## src/rtl/bandit_pkg.sv

```systemverilog
// Shared types and helpers for the epsilon-greedy bandit agent.
// value_update is also used by reference models outside the RTL.
package bandit_pkg;

    typedef enum logic [2:0] {
        INIT,
        SELECT,
        ACTION,
        REWARD,
        UPDATE
    } state_t;

    // Galois form of x^16 + x^14 + x^13 + x^11 + 1, shifting right
    localparam logic [15:0] LFSR_TAPS = 16'hB400;

    // Move q toward r by (r - q) / 2^shift, rounded toward minus infinity.
    // The result always lies between q and r, so it fits the table width.
    function automatic int value_update(input int q, input int r, input int unsigned shift);
        int diff;
        diff = r - q;
        return q + (diff >>> shift);
    endfunction

endpackage

```

## src/rtl/lfsr16.sv

```systemverilog
// 16-bit Galois LFSR that free-runs out of reset; drives exploration decisions.
module lfsr16
    import bandit_pkg::*;
#(
    parameter logic [15:0] SEED = 16'hACE1
) (
    input  logic        clock,
    input  logic        reset,
    output logic [15:0] state
);

    always_ff @(posedge clock) begin
        if (!reset) begin
            state <= SEED;
        end else if (state[0]) begin
            state <= (state >> 1) ^ LFSR_TAPS;
        end else begin
            state <= state >> 1;
        end
    end

endmodule

```

## src/rtl/epsilon_bandit.sv

```systemverilog
// Epsilon-greedy bandit agent: offers one action per round, learns from the
// returned reward with a shift-based learning rate.
module epsilon_bandit
    import bandit_pkg::*;
#(
    parameter int unsigned ACTIONS      = 256,
    parameter int unsigned ACTION_WIDTH = $clog2(ACTIONS),
    parameter int unsigned VALUE_WIDTH  = 8,
    parameter int unsigned REWARD_WIDTH = 8,
    parameter int          INIT_VALUE   = 5,
    parameter int unsigned RATE_SHIFT   = 2,
    parameter int unsigned EPSILON      = 26,
    parameter logic [15:0] SEED         = 16'hACE1
) (
    input  logic                    clock,
    input  logic                    reset,
    output logic                    action_valid,
    output logic [ACTION_WIDTH-1:0] action_data,
    input  logic                    action_ready,
    input  logic                    reward_valid,
    input  logic [REWARD_WIDTH-1:0] reward_data,
    output logic                    reward_ready,
    output logic                    explored
);

    localparam logic [ACTION_WIDTH-1:0] LAST_INDEX = ACTION_WIDTH'(ACTIONS - 1);

    state_t                         state;
    logic [ACTION_WIDTH-1:0]        index;
    logic [ACTION_WIDTH-1:0]        best_idx;
    logic [ACTION_WIDTH-1:0]        rand_idx;
    logic [ACTION_WIDTH-1:0]        chosen;
    logic signed [VALUE_WIDTH-1:0]  best_val;
    logic signed [VALUE_WIDTH-1:0]  scan_val;
    logic signed [VALUE_WIDTH-1:0]  updated;
    logic signed [REWARD_WIDTH-1:0] reward_latched;
    logic                           explore;
    logic                           last_index;
    logic                           scan_better;
    logic [15:0]                    lfsr_state;

    logic signed [VALUE_WIDTH-1:0]  action_value_table [ACTIONS];

    lfsr16 #(.SEED(SEED)) u_lfsr (
        .clock (clock),
        .reset (reset),
        .state (lfsr_state)
    );

    always_comb begin
        scan_val    = action_value_table[index];
        last_index  = (index == LAST_INDEX);
        // strictly-greater replacement keeps ties on the lowest index
        scan_better = (index == '0) || (scan_val > best_val);
        updated     = VALUE_WIDTH'(value_update(int'(action_value_table[chosen]),
                                                int'(reward_latched), RATE_SHIFT));
    end

    always_ff @(posedge clock) begin
        if (!reset) begin
            state          <= INIT;
            index          <= '0;
            best_idx       <= '0;
            best_val       <= '0;
            rand_idx       <= '0;
            explore        <= 1'b0;
            chosen         <= '0;
            reward_latched <= '0;
            action_valid   <= 1'b0;
            action_data    <= '0;
            explored       <= 1'b0;
            reward_ready   <= 1'b0;
        end else begin
            case (state)
                INIT: begin
                    index <= last_index ? '0 : index + 1'b1;
                    if (last_index) begin
                        state    <= SELECT;
                        explore  <= {1'b0, lfsr_state[15:8]} < 9'(EPSILON);
                        rand_idx <= lfsr_state[ACTION_WIDTH-1:0];
                    end
                end
                SELECT: begin
                    if (scan_better) begin
                        best_val <= scan_val;
                        best_idx <= index;
                    end
                    index <= last_index ? '0 : index + 1'b1;
                    // the scan always runs to the end so latency is fixed
                    if (last_index) begin
                        action_data  <= explore ? rand_idx : (scan_better ? index : best_idx);
                        explored     <= explore;
                        action_valid <= 1'b1;
                        state        <= ACTION;
                    end
                end
                ACTION: begin
                    if (action_ready) begin
                        action_valid <= 1'b0;
                        reward_ready <= 1'b1;
                        chosen       <= action_data;
                        state        <= REWARD;
                    end
                end
                REWARD: begin
                    if (reward_valid) begin
                        reward_ready   <= 1'b0;
                        reward_latched <= reward_data;
                        state          <= UPDATE;
                    end
                end
                UPDATE: begin
                    state    <= SELECT;
                    index    <= '0;
                    explore  <= {1'b0, lfsr_state[15:8]} < 9'(EPSILON);
                    rand_idx <= lfsr_state[ACTION_WIDTH-1:0];
                end
                default: state <= INIT;
            endcase
        end
    end

    // No reset on the table itself: INIT rewrites every entry after reset.
    always_ff @(posedge clock) begin
        if (reset) begin
            if (state == INIT) begin
                action_value_table[index] <= VALUE_WIDTH'(INIT_VALUE);
            end else if (state == UPDATE) begin
                action_value_table[chosen] <= updated;
            end
        end
    end

endmodule

```

## config.mk

```make
export PLATFORM = sky130hd
export DESIGN_NAME = epsilon_bandit
export DESIGN_NICKNAME = d
export VERILOG_FILES = /design/src/rtl/bandit_pkg.sv /design/src/rtl/lfsr16.sv /design/src/rtl/epsilon_bandit.sv
export SDC_FILE = /design/constraint.sdc
export NUM_CORES = 2
export LEC_CHECK = 0
export BUFFER_PORTS_ARGS = -buffer_cell sky130_fd_sc_hd__buf_2
export CAP_MARGIN = 20
export CORE_MARGIN = 2
export CORE_UTILIZATION = 60
export DETAILED_ROUTE_END_ITERATION = 16
export PLACE_DENSITY_LB_ADDON = 0.15
export REMOVE_ABC_BUFFERS = 1
export SYNTH_ARGS = -nofsm -noshare
export SYNTH_HDL_FRONTEND = slang
export SYNTH_HIERARCHICAL = 1
export SYNTH_SLANG_ARGS = --single-unit
```

## constraint.sdc

```tcl
create_clock -name clock -period 36 [get_ports clock]
set_clock_uncertainty 0.05 [all_clocks]
set_input_delay 5.4 -clock clock [delete_from_list [all_inputs] [get_ports clock]]
set_output_delay 5.4 -clock clock [all_outputs]
set_load 0.1 [all_outputs]
```

==> results by group <==
Floorplan
  – Io pins: 23
  – Num rows: 149
  – Die area: 0.169 mm²
  – Starting density of the core: 60.4%
  – Die height: 411 µm
  – Core Region: 0.165 mm²
  – Chip Width: 411 µm

Layout
  – Layout cells sized above 1: 37.4%
  – P&R area growth vs syn: 9.58%
  – Core Util, Final: 66.2%
  – Most frequent cells in the layout: 2048 x edfxtp_1, 1313 x mux4_2, 289 x nor2_1
  – Post-route cell area: 0.109 mm²
  – Commonest non-fill, non-tap cell in the layout: edfxtp_1
  – Final net count: 4763

Power
  – Worst VDD drop: 0.0000515 V
  – Cell area power density: 46.0 mW/mm²
  – P_leak: 0.0291 µW

Clock network
  – Post-CTS setup buffers: 0
  – H-tree depth: 4
  – Hold_buf cts: 0
  – Worst-path clk slew: 0.06 ns
  – Clock latency on the worst-skew pair: 0.88 ns
  – Root Buffer: clkbuf_16
  – CTS tree: built
  – Clock Tree Buf Depth: 3
  – Cts repair resizes: 0
  – CTS sink cnt: 2143
  – CTS Buf Count: 215

Placement
  – Port buffer count: 22
  – DP Area: 0.102 mm²
  – GPL Wtd Cong: 0.926
  – Post-DP HPWL: 172000 µm

GRT
  – Antenna violations before repair: 11
  – GRT Total Usage: 33.0%
  – GRT overflow: 0
  – Largest net degree at the start of global routing: 132
  – First-pass GRT wire length: 390000 µm
  – Vias in the first global route: 52300

Timing
  – Slew @ Worst Pin: 1.24 ns
  – Max Fclk: 96.7 MHz
  – Finish-stage setup viols: 0
  – Setup Total Neg Slack: 0 ns
  – Fin. Hold Viols: 0
  – Worst rel slew slack: 16.7%
  – Max-slew violations: 0
  – RSZ-0062 raised after global routing: no
  – Tmin final: 10.34 ns
  – Period utilization: 28.7%

Drt
  – Routed Antenna Nets: 0
  – Vias: 52900
  – WL/cell: 38.6 µm
  – Via density: 7.46
  – Drt first pass iters: 6
  – Initial DRC Count: 8049
  – Wirelength, routed: 273000 µm
  – DRC Markers: 0

Synth
  – Synth warn: 6
  – Post-synthesis cell count: 4701
  – Post-synth EDFFs: 2048
  – Flops & latches, synth: 2143
  – FFs w/ async S/R, synth: 0%
  – Syn Area/Cell: 21.2 µm²
  – Synth unique cells: 66
  – Main flop type after synthesis: edfxtp_1
  – Post-synthesis sequential area ratio: 63.7%
  – Syn Std Cell Area: 0.0996 mm²

Setup path
  – R2R Path End: action_value_table[196][7]
  – Worst setup EP type: flop
  – Critical-path top delay cell: dfxtp_4
  – Crit path max fanout: 89
  – Crit path DAT: 10.95 ns
  – Worst setup SP type: flop
  – R2r setup slk: 25.66 ns
  – Critical Path Max Stage Delay: 0.92 ns
  – Critical Path RT: 36.61 ns
  – Path depth of the worst reg2reg path: 27
  – Crit Path Category: reg -> reg

Run
  – Max cap viols: 0

Hold path
  – Worst Hold End: u_lfsr/state[7]
  – Min-delay worst type: reg -> reg
  – Hold Path Depth: 1
  – Hold Startpoint: u_lfsr/state[8]

Outcome
  – Status: complete, no violations
==> synth_stat cells, types with 15 or more instances <==
master	n	area, µm²
a21boi_0	19	143
a21oi_1	29	145
a22oi_1	26	195
and2_1	17	106
buf_1	42	158
buf_2	116	581
buf_4	15	113
clkbuf_1	183	687
dfxtp_1	95	1900
edfxtp_1	2048	61500
ha_1	26	325
inv_1	17	63.8
mux2i_1	49	490
mux4_2	1313	29600
nand2_1	108	405
nand2b_1	17	106
nand3_1	38	190
nor2_1	295	1110
nor2b_1	44	275
o21ai_0	39	195
==> worst max path at each step <==
stage          slack (ns)  start                         end  cells after the start
6_report            25.66   flop  action_value_table[196][7]                     27
5_1_grt             24.76   flop  action_value_table[200][7]                     27
4_1_cts             25.33   flop  action_value_table[237][7]                     26
3_5_place_dp        25.36   flop  action_value_table[196][7]                     26
3_3_place_gp        25.46   flop  action_value_table[196][7]                     26
2_1_floorplan        3.75   flop    action_value_table[0][7]                     19
==> report_power, final <==
part	total, µW	switching (µW)	internal, µW
logic	143	83.7	59.2
registers	2700	7.50	2690
clock network	2180	946	1240
==> state kept, by name (all words and copies together) (netlist names), named ones only <==
signal and cells:
explore 1, rand_idx 8, best_idx 8, explored 1
action_data 8, reward_ready 1, reward_latched 8, action_valid 1
index 8, u_lfsr/state 16, chosen 8, state 3
best_val 8, action_value_table 2048
==> per-stage QoR <==
stage          setup slack [ns]  power, µW  hold slack [ns]  std cells
6_report                  25.66       5020            0.388       7090
5_1_grt                   24.76       5140            0.398       7087
3_5_place_dp              25.36       2890            0.380       6667
3_3_place_gp              25.46       2890            0.371       6654
4_1_cts                   25.33       5040            0.393       7058
2_1_floorplan              3.75       2910            0.336       4333
==> layout make-up <==
| type | count | area, µm² |
|---|---|---|
| sequential | 2143 | 63400 |
| fill | 10600 | 55700 |
| clock inverter | 116 | 926 |
| timing repair buffer | 174 | 1570 |
| antenna | 3 | 7.51 |
| multi-input combinational | 2167 | 34500 |
| clock buffer | 275 | 5870 |
| inverter | 23 | 86.3 |
| tap | 2189 | 2740 |
==> cell families (layout without fill, tap and decap cells) <==
group / after synthesis / in the layout / synth area share (%)
compound gates: 186 / 186 / 1.28
buf+inv: 391 / 588 / 1.77
fa+ha+maj: 27 / 27 / 0.347
xor+xnor: 15 / 15 / 0.132
flops: 2143 / 2143 / 63.7
mux: 1368 / 1368 / 30.3
simple gates: 571 / 571 / 2.54
other cells: 0 / 3 / 0
==> worst max-delay path: cells and delay by family, from the launching register on <==
| family | cells | cell delay, ns |
|---|---|---|
| and+or+nand+nor | 2 | 0.21 |
| AOI/OAI and AO/OA | 8 | 1.52 |
| muxes | 4 | 2.16 |
| DFF | 1 | 0.92 |
| adders and majority gates | 2 | 0.47 |
| buffers and inverters | 8 | 3.97 |
| xor gates and xnor gates | 3 | 0.50 |
==> metal layers <==
layer | part of all wire (%) | global-route usage (%) | vias up
li1 | - | - | 20600
met1 | 37 | 47.6 | 28300
met2 | 47 | 49.9 | 3426
met3 | 12 | 8.07 | 579
met4 | 4.3 | 12.5 | 10
met5 | 0.030 | 0 | -
Note: power is estimated with default switching activity, not from simulation.
